`src/rtl/up_down_sweep_ctrl.sv`:
```
// -----------------------------------------------------------------------------
// up_down_sweep_ctrl
//
// Drives a WIDTH-bit up/down count as a triangle sweep between a lower bound
// and an upper bound: lo, lo+1 ... hi, hi-1 ... lo, lo+1 ... hi ... lo.
// The bounds and the number of sweeps are latched when a start is accepted.
// After the programmed number of full up+down sweeps it pulses done and goes
// back to idle. The block owns the count register and the direction (mode)
// bit, so downstream logic sees the same count/mode pair as a plain counter.
//
// Ports:
//   clk       in   rising-edge clock
//   reset     in   asynchronous, active-low reset
//   start     in   begin a run (looked at only while idle)
//   stop      in   abort a run (looked at only while sweeping, beats hold)
//   hold      in   freeze the sweep while high (only while sweeping)
//   lo, hi    in   sweep bounds, latched on an accepted start
//   n_sweeps  in   number of up+down sweeps, latched on an accepted start
//   count     out  current count value
//   mode      out  1 = counting up, 0 = counting down
//   busy      out  high while sweeping up or down
//   done      out  one-cycle pulse when the run completes
//   err       out  one-cycle pulse when a start is rejected
//   sweep_cnt out  completed sweeps of the current or last run
// -----------------------------------------------------------------------------
module up_down_sweep_ctrl #(
  parameter int WIDTH = 4,
  parameter int CYCW  = 4
) (
  input  logic             clk,
  input  logic             reset,
  input  logic             start,
  input  logic             stop,
  input  logic             hold,
  input  logic [WIDTH-1:0] lo,
  input  logic [WIDTH-1:0] hi,
  input  logic [CYCW-1:0]  n_sweeps,
  output logic [WIDTH-1:0] count,
  output logic             mode,
  output logic             busy,
  output logic             done,
  output logic             err,
  output logic [CYCW-1:0]  sweep_cnt
);

  typedef enum logic [1:0] {
    S_IDLE = 2'd0,
    S_UP   = 2'd1,
    S_DOWN = 2'd2,
    S_DONE = 2'd3
  } state_t;

  state_t           r_state;
  logic [WIDTH-1:0] r_lo;
  logic [WIDTH-1:0] r_hi;
  logic [CYCW-1:0]  r_n;
  logic [WIDTH-1:0] r_count;
  logic             r_mode;
  logic             r_busy;
  logic             r_done;
  logic             r_err;
  logic [CYCW-1:0]  r_sweep_cnt;

  logic             w_start_ok;
  logic [WIDTH-1:0] w_count_inc;
  logic [WIDTH-1:0] w_count_dec;
  logic [CYCW-1:0]  w_sweep_inc;
  logic             w_last_sweep;

  // A run needs a non-empty interval and at least one sweep; everything else
  // is rejected up front so the sweep arithmetic can never wrap.
  assign w_start_ok   = (lo < hi) && (n_sweeps != '0);
  assign w_count_inc  = r_count + {{(WIDTH-1){1'b0}}, 1'b1};
  assign w_count_dec  = r_count - {{(WIDTH-1){1'b0}}, 1'b1};
  assign w_sweep_inc  = r_sweep_cnt + {{(CYCW-1){1'b0}}, 1'b1};
  assign w_last_sweep = (w_sweep_inc == r_n);

  always_ff @(posedge clk or negedge reset) begin
    if (!reset) begin
      r_state     <= S_IDLE;
      r_lo        <= '0;
      r_hi        <= '0;
      r_n         <= '0;
      r_count     <= '0;
      r_mode      <= 1'b1;
      r_busy      <= 1'b0;
      r_done      <= 1'b0;
      r_err       <= 1'b0;
      r_sweep_cnt <= '0;
    end else begin
      // done and err are single-cycle pulses; they are only set on the
      // transitions that produce them.
      r_done <= 1'b0;
      r_err  <= 1'b0;

      case (r_state)
        S_IDLE: begin
          if (start) begin
            if (w_start_ok) begin
              r_lo        <= lo;
              r_hi        <= hi;
              r_n         <= n_sweeps;
              r_count     <= lo;
              r_sweep_cnt <= '0;
              r_mode      <= 1'b1;
              r_busy      <= 1'b1;
              r_state     <= S_UP;
            end else begin
              r_err <= 1'b1;
            end
          end
        end

        S_UP: begin
          if (stop) begin
            r_busy  <= 1'b0;
            r_mode  <= 1'b1;
            r_state <= S_IDLE;
          end else if (!hold) begin
            if (r_count == r_hi) begin
              // Turn around right away so hi is shown for a single cycle.
              r_count <= w_count_dec;
              r_mode  <= 1'b0;
              r_state <= S_DOWN;
            end else begin
              r_count <= w_count_inc;
            end
          end
        end

        S_DOWN: begin
          if (stop) begin
            r_busy  <= 1'b0;
            r_mode  <= 1'b1;
            r_state <= S_IDLE;
          end else if (!hold) begin
            if (r_count == r_lo) begin
              r_sweep_cnt <= w_sweep_inc;
              r_mode      <= 1'b1;
              if (w_last_sweep) begin
                // Park on lo and report completion.
                r_busy  <= 1'b0;
                r_done  <= 1'b1;
                r_state <= S_DONE;
              end else begin
                // lo was already shown in this cycle; the next sweep
                // starts one step above it.
                r_count <= w_count_inc;
                r_state <= S_UP;
              end
            end else begin
              r_count <= w_count_dec;
            end
          end
        end

        S_DONE: begin
          r_state <= S_IDLE;
        end

        default: begin
          r_state <= S_IDLE;
        end
      endcase
    end
  end

  assign count     = r_count;
  assign mode      = r_mode;
  assign busy      = r_busy;
  assign done      = r_done;
  assign err       = r_err;
  assign sweep_cnt = r_sweep_cnt;

endmodule
```
`config.mk`:
```
export PLATFORM = sky130hd
export DESIGN_NAME = up_down_sweep_ctrl
export DESIGN_NICKNAME = d
export VERILOG_FILES = /design/src/rtl/up_down_sweep_ctrl.sv
export SDC_FILE = /design/constraint.sdc
export NUM_CORES = 1
export LEC_CHECK = 0
export ABC_AREA = 0
export CELL_PAD_IN_SITES_DETAIL_PLACEMENT = 2
export CELL_PAD_IN_SITES_GLOBAL_PLACEMENT = 2
export CORE_AREA = 2 2 72 74
export CTS_CLUSTER_DIAMETER = 50
export DETAILED_ROUTE_END_ITERATION = 6
export DIE_AREA = 0 0 74 76
export PLACE_DENSITY_LB_ADDON = 0.1
export SETUP_SLACK_MARGIN = 0.2
export SLEW_MARGIN = 10
export SYNTH_ARGS = -nofsm -noshare
export SYNTH_HDL_FRONTEND = slang
export SYNTH_SLANG_ARGS = --single-unit
```
`constraint.sdc`:
```
create_clock -name clk -period 6.9 [get_ports clk]
set_input_delay 1.38 -clock clk [delete_from_list [all_inputs] [get_ports clk]]
set_output_delay 1.38 -clock clk [all_outputs]
set_load 0.05 [all_outputs]
```
Word-level counts from Yosys, hierarchy flattened
Cells that the tools add are included.
{"block": "word_totals", "reg_bits": 26, "out_inout_bits": 12}
{"block": "classes", "order_cmp": 1, "n_mux": 49, "n_eq_ne": 20, "n_reduce_logical": 11, "add_sub_neg": 3}
{"operator": "$mux 4", "n": 14}
{"operator": "$mux 1", "n": 21}
{"operator": "$mux 2", "n": 9}
{"operator": "$ne 3x3->1 const B", "n": 6}
{"operator": "$ne 2x2->1 const B", "n": 8}
{"operator": "$reduce_and 7->1", "n": 2}
{"operator": "$eq 4x4->1", "n": 3}
{"operator": "$pmux 4 s3", "n": 1}
{"operator": "$reduce_and 6->1", "n": 2}
{"operator": "$add 4x1->4 const B", "n": 2}
{"operator": "$pmux 2 s4", "n": 1}
{"operator": "$pmux 4 s2", "n": 1}
{"operator": "$reduce_and 8->1", "n": 1}
{"operator": "$pmux 1 s3", "n": 2}
{"operator": "$eq 2x2->1 const B", "n": 2}
{"operator": "$lt 4x4->1", "n": 1}
{"operator": "$reduce_bool 4->1", "n": 1}
{"operator": "$sub 4x1->4 const B", "n": 1}
{"operator": "$reduce_and 3->1", "n": 1}
{"operator": "$reduce_bool 3->1", "n": 1}
{"operator": "$eq 2x1->1 const B", "n": 1}
{"operator": "$logic_not 2->1", "n": 1}
{"operator": "$reduce_bool 2->1", "n": 1}
{"operator": "$logic_and 1x1->1", "n": 1}

Logic depth before layout (Yosys ltp)
{"block": "depth", "ltp_word": 7, "mapped_depth": 8, "ltp_nobuf": 8}

Worst setup path before layout
OpenSTA, ideal clock, no wires.
{"block": "synth_path", "path_type": "input to register", "start": "in hi[1]", "end": "reg r_busy (netlist: busy)", "n_path_buf": 0, "setup_time_ps": 127, "slack_ps": 3969, "path_stages": 7, "arrival_ps": 2803, "cell_sequence": "inv_1 -> ha_1 -> a211oi_1 -> o21a_1 -> a21boi_2 -> and4bb_1 -> mux2_1"}
{"block": "synth_via", "elab_chain_len": 4}
{"element": "start, declared", "line": "36", "text": "input logic [WIDTH-1:0] hi,"}
{"element": "$lt 4x4->1", "line": "72", "text": "assign w_start_ok = (lo < hi) && (n_sweeps != '0);"}
{"element": "$logic_and 1x1->1", "line": "72"}
{"element": "$ne 2x2->1 (no source line)"}
{"element": "$reduce_and 7->1 (no source line)"}
{"element": "end signal, assigned", "line": "86", "text": "r_busy <= 1'b0;"}
{"element": "end signal, assigned", "line": "106", "text": "r_busy <= 1'b1;"}
{"element": "end signal, assigned", "line": "116", "text": "r_busy <= 1'b0;"}
{"element": "end, declared", "line": "59", "text": "logic r_busy;"}
No other way between the ends.
A chain may end at the register's enable or synchronous reset.

Final worst setup path
Ends and elaborated chain as after synthesis.

==> impl_metrics.py <==
metrics = {
    "finish": {
        "nFillCells": 521,
        "syn2layout_area_growth_pct": 25.4,
        "multi_input_gate_area_in_the_final_layout_um2": 966,
        "utilization": 0.431,
        "layout-drive-gt1-share": 0.0812,
        "fin_nets": 226,
        "number_of_antenna_repair_diodes": 0,
        "seq_area_um2": 652,
    },
    "grt": {
        "grt_antenna_before_repair": 0,
        "grt_usage": 0.184,
        "grt_pass1_vias": 1574,
        "pin_count_of_the_biggest_net_entering_global_routing": 27,
        "gr-total-overflow": 0,
        "global_route_wire_length_before_repair_um": 7960,
    },
    "setup_path": {
        "worstPathArrival_ns": 3.49,
        "r2r.worst_path.cells": 7,
        "cp_max_fo": 10,
        "worst-endpoint-required_ns": 7.07,
        "worstSetupEndpointType": "flop",
        "timing.setup.critical_path_class": "in2reg",
        "crit_path_start_kind": "primary input",
    },
    "logic_synthesis": {
        "synth_async_sr_flop_share": 1.00,
        "synth.largest_area_cell": "sky130_fd_sc_hd__dfrtp_1",
        "synth.yosys.warnings": 0,
        "post_synth_instance_area_mm2": 0.00169,
        "synth_common_cells": "sky130_fd_sc_hd__dfrtp_1 (25), sky130_fd_sc_hd__inv_1 (14), sky130_fd_sc_hd__xnor2_1 (12)",
        "synth_edf_count": 0,
        "yosys_most_used_dff": "sky130_fd_sc_hd__dfrtp_1",
        "yosys.area.top_type_share": 0.371,
        "ys_seq_area_frac": 0.386,
        "synth_cells": 167,
        "synthesis.nets": 195,
        "synthesis.area_per_instance_um2": 10.1,
        "post-synth-top-count-cell": "sky130_fd_sc_hd__dfrtp_1",
        "synth.top_cells.by_area": "sky130_fd_sc_hd__dfrtp_1 (37%), sky130_fd_sc_hd__ha_1 (8.2%), sky130_fd_sc_hd__xnor2_1 (6.2%), sky130_fd_sc_hd__mux2_1 (3.3%), sky130_fd_sc_hd__mux2_2 (3.3%)",
        "synth_cell_type_count": 45,
        "postSynthRegisterBits": 26,
    },
    "route": {
        "ant_nets": 0,
        "drt-met1-wl_um": 2020,
        "average_wire_per_standard_cell_um": 17.7,
        "met3_wirelength_um": 129,
        "drt-pass1-iter-count": 4,
        "maxUsedRoutingLayer": "met4",
        "dr_vias": 1387,
        "finalWirelength_um": 4720,
        "first_iter_violations": 23,
        "route.detailed.vias_per_inst": 5.19,
        "wl_met2_um": 2480,
        "drcViolationCount": 0,
    },
    "placement": {
        "finalWeightedCongestion": 0.773,
        "detailedPlacementHpwl_um": 3760,
        "dp_slack_ns": 3.27,
        "port-buffer-count": 28,
    },
    "status": {
        "run_status": "complete, no violations",
    },
    "cts": {
        "cts.sinks": 26,
        "cts_hold_buf": 0,
        "cts_buffer_depth": 2,
        "post_cts_buffers": 0,
        "cts_made_buffers": 3,
        "cts_htree_levels": 1,
        "worst_skew_pair.late_latency_ns": 0.28,
        "cts-root-buf": "sky130_fd_sc_hd__clkbuf_8",
        "cts-resized-gates": 0,
        "cts_tree": "yes",
        "cts.clk_slew.worst_paths_ns": 0.10,
    },
    "power_and_ir_drop": {
        "ir_worst_vdd_mv": 0.209,
        "leakage_nw": 0.886,
        "p_total_uw": 953,
        "cellPowerDensity_mw_per_mm2": 450,
    },
    "sta": {
        "clock_skew_ns": 0.00244,
        "timing_hold_violations_final": 0,
        "final-max-slew-violation-count": 0,
        "maxSlewHeadroom": 0.438,
        "final.setup.worst_slack_ns": 3.59,
        "final-setup-viol-count": 0,
        "fin_worst_hold_slack_ns": 0.528,
        "worst_slew_pin_slew_ns": 0.835,
        "setup_total_negative_slack_ns": 0,
        "final_min_period_over_clock_period": 0.480,
        "max_freq_mhz": 302,
        "rsz_0062_raised_after_global_routing": "no",
        "post-route-min-period_ns": 3.31,
    },
    "floorplanning": {
        "standard_cell_row_count": 26,
        "die_w_um": 74,
        "io-pin-count": 29,
        "design.die.area_mm2": 0.00562,
        "initial_utilization": 0.344,
        "die_y_um": 76,
        "core-area_mm2": 0.00491,
    },
    "run": {
        "maxCapViolations": 0,
    },
    "min_path": {
        "number_of_cells_on_the_worst_hold_path": 1,
        "hold_path_class": "reg2reg",
    },
}
metal layers:
layer	global-route usage	vias up
li1	-	660
met1	0.226	692
met2	0.321	26
met3	0.0265	9
met4	0.0636	0
met5	0	-
cell type report:
cell class | count | area share
Clock buffer | 3 | 0.0195
Clock inverter | 1 | 0.0142
Inverter | 14 | 0.0248
Multi-Input combinational cell | 124 | 0.456
Sequential cell | 26 | 0.308
Tap cell | 70 | 0.0414
Timing Repair Buffer | 29 | 0.136
critical path, cell delays in order:
cell and delay, ns:
sky130_fd_sc_hd__clkdlybuf4s50_1 0.46, sky130_fd_sc_hd__inv_1 0.05, sky130_fd_sc_hd__ha_1 0.28, sky130_fd_sc_hd__a211oi_1 0.29, sky130_fd_sc_hd__o21a_1 0.24, sky130_fd_sc_hd__a21boi_2 0.14
sky130_fd_sc_hd__and4bb_1 0.31, sky130_fd_sc_hd__mux2_1 0.32
power breakdown:
part / internal (mW) / switching [mW] / total (mW)
Clock: 0.0778 / 0.0558 / 0.134
Combinational: 0.233 / 0.307 / 0.540
Sequential: 0.214 / 0.0652 / 0.279
Total: 0.525 / 0.428 / 0.953
metrics by stage:
| stage | instance area, um^2 | cells |
|---|---|---|
| finish | 2120 | 267 |
| global route | 2120 | 267 |
| CTS | 2120 | 267 |
| detailed placement | 2050 | 263 |
| global placement | 2050 | 263 |
| floorplan | 1690 | 167 |
sequential cells by signal, indices dropped and copies added (netlist names):
signal / cells
count: 4
r_hi: 4
r_lo: 4
r_n: 4
sweep_cnt: 4
r_state: 2
busy: 1
done: 1
err: 1
mode: 1
worst paths after layout:
check	end	slack, ns	from
worst max-delay path	busy	3.59	hi[1]
worst min-delay path	r_lo[1]	0.53	r_lo[1]
min in group asynchronous	done	1.47	reset
worst max register to register	busy	4.48	sweep_cnt[0]
max in group asynchronous	mode	5.13	reset
worst min register to register	r_lo[1]	0.53	r_lo[1]
layout by cell type, fill, tap and decap left out, types with 2 or more instances in the layout:
cell,count
sky130_fd_sc_hd__o21ai_0,5
sky130_fd_sc_hd__ha_1,11
sky130_fd_sc_hd__clkdlybuf4s50_1,28
sky130_fd_sc_hd__o21a_1,2
sky130_fd_sc_hd__inv_1,14
sky130_fd_sc_hd__xor2_1,2
sky130_fd_sc_hd__mux2_1,5
sky130_fd_sc_hd__dfrtp_1,25
sky130_fd_sc_hd__a21oi_1,5
sky130_fd_sc_hd__o21ai_1,11
sky130_fd_sc_hd__nand2_1,7
sky130_fd_sc_hd__clkbuf_8,3
sky130_fd_sc_hd__nand4_1,2
sky130_fd_sc_hd__nand2b_1,4
sky130_fd_sc_hd__nand3_1,4
sky130_fd_sc_hd__xnor2_1,12
sky130_fd_sc_hd__o311a_1,2
sky130_fd_sc_hd__mux2_2,5
sky130_fd_sc_hd__nor4_1,2
sky130_fd_sc_hd__mux2i_1,5
sky130_fd_sc_hd__nor2_1,10
sky130_fd_sc_hd__o31ai_1,6
sky130_fd_sc_hd__and3_1,3
logic make-up after synthesis:
family / share of synthesized area
mux: 0.0964
simple gates: 0.125
flops: 0.386
compound gates: 0.187
xor+xnor: 0.0823
buf+inv: 0.0415
fa+ha+maj: 0.0815
(Power assumes the default switching activity.)
==> edit 1: new RTL, same flow settings <==
Set the parameter `WIDTH` to 6 (it was 4).
--- a/src/rtl/up_down_sweep_ctrl.sv
+++ b/src/rtl/up_down_sweep_ctrl.sv
@@ -24,7 +24,7 @@
 //   sweep_cnt out  completed sweeps of the current or last run
 // -----------------------------------------------------------------------------
 module up_down_sweep_ctrl #(
-  parameter int WIDTH = 4,
+  parameter int WIDTH = 6,
   parameter int CYCW  = 4
 ) (
   input  logic             clk,
Interface: changed (resized count, hi and lo); port bits go from 29 to 35. The function was not compared with the original's and may differ.
==> edit 1 against the unedited design <==
Area after synthesis grew 40%. Setup slack lost 0.65 ns. Combinational power rose by 58%. Design area increased by 33%. Worst hold slack improved by 0.023 ns. Register-to-register slack worse by 0.50 ns. Critical endpoint is now r_lo[0]$_DFFE_PN0P_. Largest cell class unchanged. Cell count rose by 30%. Clock power up 23%. Wire length increased by 110%. Sequential cell count is 6 higher. Power is 49% higher. Non-clock buffer count increased by 7. Clock skew is 0.011 ns higher. Synthesized cell count rose by 48%.
==> edit 1: results (changes against the unedited design) <==
----------------------------------------------------
[Outcome]
  Status ... finished clean

[Placement]
  Number of port buffers ... 34 (+21%)
  Final HPWL from detailed placement ... 6550 um (+74%)
  Cell area after placement ... 2730 um^2 (+33%)
  Routability-driven placement congestion ratio ... 0.799 (+3.4%)
  Dpl cells ... 340 (+29%)

[Route]
  Via count normalized by instance count ... 6.26 (+21%)
  Number of design-rule violations left by the first detailed-router iteration ... 260 (+1000%)
  Routed met2 length ... 5050 um (+100%)
  Routed WL per cell ... 28.0 um (+59%)
  Wire length on met1 ... 3900 um (+93%)
  Routed length on met3 ... 536 um (+320%)

[GRT]
  Number of global-route vias before repair ... 2530 (+61%)
  Global Route Usage Sum ... 0.371 (+0.187)
  Global-route wire length before repair ... 15300 um (+92%)
  Maximum number of pins on one net before global-route repair ... 33 (+22%)

[Synth]
  Xor and xnor fraction of the mapped netlist area ... 0.109 (+0.0268)
  Cell count after synthesis ... 247 (+48%)
  Number of nets in the synthesized netlist ... 281 (+44%)
  Most numerous cell types in the synthesized netlist ... 31 x sky130_fd_sc_hd__dfrtp_1, 20 x sky130_fd_sc_hd__mux2_2, 19 x sky130_fd_sc_hd__nand2_1
  Fraction of the mapped netlist area in compound gates ... 0.158 (-0.0284)
  Post-synthesis adder-cell area fraction ... 0.0689 (-0.0127)
  Share of synthesized flip-flops with an asynchronous set or reset ... 1.00 (unchanged)
  Share of synthesized area spent on multiplexers ... 0.112 (+0.0159)
  Synth cell types ... 47 (+4.4%)
  Leading cell types by total area after synthesis ... sky130_fd_sc_hd__dfrtp_1 33%, sky130_fd_sc_hd__mux2_2 9.5%, sky130_fd_sc_hd__ha_1 6.9%, sky130_fd_sc_hd__xnor2_1 4.8%, sky130_fd_sc_hd__nand2_1 3.0%
  Post-synthesis sequential area ratio ... 0.340 (-0.0467)

[Setup path]
  CP arrival ... 4.14 ns (+0.65 ns)
  Maximum fanout encountered on the critical timing path ... 16 (+6)

[CTS]
  Clk Latency, worst-skew pair ... 0.31 ns (+0.03 ns)
  Bufs on Longest Clock Path ... 2 (unchanged)
  Number of clock buffers inserted by TritonCTS ... 5 (+2)
  CTS H-tree lvls ... 2 (+1)
  Post-CTS clock slew at the launch and capture registers of the worst setup and hold paths ... 0.07 ns (-0.03 ns)
  Post-CTS Setup Repair Bufs ... 0 (unchanged)

[STA]
  Actual slew at the worst max-slew pin ... 0.950 ns (+0.116 ns)
  Clock skew after layout ... 0.0133 ns (+0.0108 ns)
  Final setup violation count ... 0 (unchanged)

[Final layout]
  Final-stage net count ... 311 (+38%)
  Share of final-layout standard cells stronger than drive strength 1 ... 0.133 (+0.0519)
  Final standard cell count with taps included and fillers excluded ... 348 (+30%)

[Power]
  Worst voltage drop across the vdd grid ... 201 uV (-3.6%)
  Static leakage ... 1.16 nW (+31%)

----------------------------------------------------
-- edit 1: cell count changes in the layout (fill, tap and decap cells not counted), sizes merged, moves of 5 or more --
cell / change
clkdlybuf4s50: +6
dfrtp: +6
mux2: +10
nor3: +6
nor2: +8
nand2: +12
xor2: +5
-- edit 1: worst paths after layout --
check	start	slack, ns	to
min in group asynchronous	reset	1.54	r_hi[0]$_DFFE_PN0P_
max reg2reg	r_state[0]$_DFFE_PN0P_	3.98	count[0]$_DFFE_PN0P_
min reg2reg	r_n[0]$_DFFE_PN0P_	0.55	r_n[0]$_DFFE_PN0P_
min	r_n[0]$_DFFE_PN0P_	0.55	r_n[0]$_DFFE_PN0P_
max	hi[3]	2.94	r_lo[0]$_DFFE_PN0P_
max in group asynchronous	reset	5.02	mode$_DFFE_PN1P_
-- edit 1: area by class of cell --
cell class | instances | area (um^2)
Clock buffer | 6 | 82.6
Clock inverter | 2 | 10.0
Fill cell | 469 | 2090
Inverter | 17 | 63.8
Multi-Input combinational cell | 185 | 1420
Sequential cell | 32 | 802
Tap cell | 70 | 87.6
Timing Repair Buffer | 36 | 355
-- edit 1: power by group --
group | switching [mW] | internal (mW)
clock network | 0.0847 | 0.0798
registers | 0.136 | 0.268
logic | 0.518 | 0.335
-- edit 1: cells by family (layout without fill, tap and decap cells) --
group,count (synthesis),count (layout)
buffers and inverters,30,61
muxes,24,24
and+or+nand+nor,69,69
AOI/OAI and AO/OA,55,55
adders and majority gates,13,13
DFF,32,32
xor gates and xnor gates,24,24
-- edit 1: per-stage QoR --
| step | setup WS (ns) | util | power (mW) |
|---|---|---|---|
| 6_report | 2.94 | 0.574 | 1.42 |
| 5_1_grt | 2.78 | 0.574 | 1.49 |
| 4_1_cts | 2.99 | 0.574 | 1.40 |
| 3_5_place_dp | 2.78 | 0.556 | 1.20 |
| 3_3_place_gp | 3.05 | 0.556 | 1.12 |
| 2_1_floorplan | 3.85 | - | 0.950 |
-- edit 1: worst max-delay path, cell delays in order --
cell and delay [ns]:
sky130_fd_sc_hd__clkdlybuf4s50_1 0.52, sky130_fd_sc_hd__inv_1 0.07, sky130_fd_sc_hd__ha_1 0.29, sky130_fd_sc_hd__a211oi_1 0.35, sky130_fd_sc_hd__o21ai_0 0.25, sky130_fd_sc_hd__a21oi_1 0.32
sky130_fd_sc_hd__nand2_1 0.49, sky130_fd_sc_hd__mux2_2 0.46
-- edit 1: metal layers --
metal  GRT usage  up-vias
li1            -      943
met1       0.450     1106
met2       0.646      101
met3      0.0767       30
met4       0.111        0
met5           0        -
==> edit 2: new RTL, same flow settings <==
Without the edit above. Re-encode `state_t` (4 states) as one-hot, 4 bits wide.
--- a/src/rtl/up_down_sweep_ctrl.sv
+++ b/src/rtl/up_down_sweep_ctrl.sv
@@ -43,11 +43,11 @@
   output logic [CYCW-1:0]  sweep_cnt
 );
 
-  typedef enum logic [1:0] {
-    S_IDLE = 2'd0,
-    S_UP   = 2'd1,
-    S_DOWN = 2'd2,
-    S_DONE = 2'd3
+  typedef enum logic [3:0] {
+    S_IDLE = 4'b0001,
+    S_UP   = 4'b0010,
+    S_DOWN = 4'b0100,
+    S_DONE = 4'b1000
   } state_t;
 
   state_t           r_state;
Function: same outputs for any inputs over 4 cycles, from zero or initial values and one cycle with reset low; so few cycles prove little.
==> edit 2 against the unedited design <==
Wire length is 3.4% lower. Cell count is 3.7% lower. Design area is 2.7% lower. First-iteration DRC count is 110% higher. Power is 14% lower. Count of clock-buffer cells in the layout is 1 higher. Utilization is 1.2 points lower. Area after synthesis is 2.1% lower. Setup slack worse by 0.14 ns. Via count is 5.4% lower. Clock skew is 0.0034 ns higher. Worst hold slack worse by 0.0067 ns. Sequential cell count is 2 higher.
==> edit 2: results (changes against the unedited design) <==
----------------------------------------------------
[Final layout]
  Share of final-layout standard cells stronger than drive strength 1 ... 0.150 (+0.0685)
  Final-stage net count ... 211 (-6.6%)

[Setup path]
  Reg2Reg Launch Point ... r_state[3]$_DFFE_PN0P_
  CP arrival ... 3.64 ns (+0.15 ns)
  Slack of the worst reg-to-reg path ... 4.55 ns (+0.07 ns)
  Critical Path Source ... lo[1]
  Length in cells of the worst reg-to-reg path ... 5 (-2)
  Endpoint of the worst-slack reg-to-reg timing path ... count[3]$_DFFE_PN0P_
  Maximum fanout encountered on the critical timing path ... 20 (+10)

[CTS]
  Clk Latency, worst-skew pair ... 0.28 ns (about the same)
  Bufs on Longest Clock Path ... 2 (unchanged)

[GRT]
  Number of global-route vias before repair ... 1497 (-4.9%)
  Global-route wire length before repair ... 7780 um (-2.3%)
  Global Route Usage Sum ... 0.180 (-0.00393)
  Maximum number of pins on one net before global-route repair ... 29 (+7.4%)

[Route]
  Routed WL per cell ... 17.7 um (+0.37%)
  Via count ... 1312 (-5.4%)
  Number of design-rule violations left by the first detailed-router iteration ... 48 (+110%)

[Placement]
  Routability-driven placement congestion ratio ... 0.769 (-0.49%)
  Final HPWL from detailed placement ... 3590 um (-4.5%)
  Cell area after placement ... 2000 um^2 (-2.0%)

[Outcome]
  Status ... finished clean

[Synth]
  Number of synthesized flops with an enable pin ... 0 (unchanged)
  Leading cell types by total area after synthesis ... sky130_fd_sc_hd__dfrtp_1 39%, sky130_fd_sc_hd__mux2_2 7.5%, sky130_fd_sc_hd__xnor2_1 5.3%, sky130_fd_sc_hd__ha_1 4.5%, sky130_fd_sc_hd__o21ai_0 3.6%
  Number of nets in the synthesized netlist ... 184 (-5.6%)
  Post-synthesis sequential area ratio ... 0.426 (+0.0395)
  Most numerous cell types in the synthesized netlist ... 26 x sky130_fd_sc_hd__dfrtp_1, 12 x sky130_fd_sc_hd__nand2_1, 12 x sky130_fd_sc_hd__o21ai_0

[Power]
  Worst voltage drop across the vdd grid ... 179 uV (-15%)
  Cell-internal power ... 0.461 mW (-12%)
  Static leakage ... 0.808 nW (-8.8%)

[STA]
  Hold slack ... 0.521 ns (-0.00666 ns)
  Actual slew at the worst max-slew pin ... 0.651 ns (-0.184 ns)
  Clock skew after layout ... 0.00588 ns (+0.00344 ns)

[Hold path]
  Worst hold path depth ... 2 (+1)
  End point of the most critical hold path ... r_hi[2]$_DFFE_PN0P_
  Start point of the worst min-delay path ... r_hi[2]$_DFFE_PN0P_
  Worst hold path class ... flip-flop to flip-flop

----------------------------------------------------
## edit 2: area by class of cell
class | instances | area, um^2
inverter | 8 | 30.0
clock buffer | 4 | 55.1
multi-input combinational | 117 | 888
tap | 70 | 87.6
timing repair buffer | 30 | 295
fill | 527 | 2850
sequential | 28 | 703
## edit 2: cells by family after synthesis
kind of cell,Yosys count,share of synthesized area
AO/OA/AOI/OAI,37,0.153
XOR/XNOR,16,0.0848
adder cells (fa/ha/maj),6,0.0455
buffers and inverters,16,0.0401
flip-flops,28,0.426
multiplexers,11,0.0750
AND/OR/NAND/NOR,47,0.176
## edit 2: power by group through the flow
stage	Combinational (mW)	Clock (mW)	Sequential (mW)
2_1_floorplan	0.250	0	0.346
3_3_place_gp	0.398	0	0.306
3_5_place_dp	0.411	0	0.312
4_1_cts	0.414	0.108	0.309
5_1_grt	0.449	0.115	0.318
6_report	0.407	0.104	0.306
## edit 2: through the flow
stage	setup slack (ns)	total power, mW	util	instances
after CTS	3.42	0.832	0.419	257
after floorplan	3.90	0.596	-	161
after detailed placement	3.12	0.723	0.408	253
after global placement	3.22	0.704	0.408	253
after global routing	3.31	0.882	0.419	257
final	3.44	0.817	0.419	257
## edit 2: worst max path at each step
stage                                      end  depth (start not counted)
final                     count[3]$_DFFE_PN0P_                          7
after global placement    count[3]$_DFFE_PN0P_                          8
after CTS                 count[3]$_DFFE_PN0P_                          7
after global routing      count[3]$_DFFE_PN0P_                          7
after floorplan            r_lo[0]$_DFFE_PN0P_                          7
after detailed placement  count[3]$_DFFE_PN0P_                          7
## edit 2: routing by layer
metal  global-route usage  share of wire  vias to the layer above
li1                     -              -                      629
met1                0.227           0.43                      660
met2                0.321           0.54                       19
met3               0.0198          0.020                        4
met4               0.0436         0.0092                        0
met5                    0              0                        -
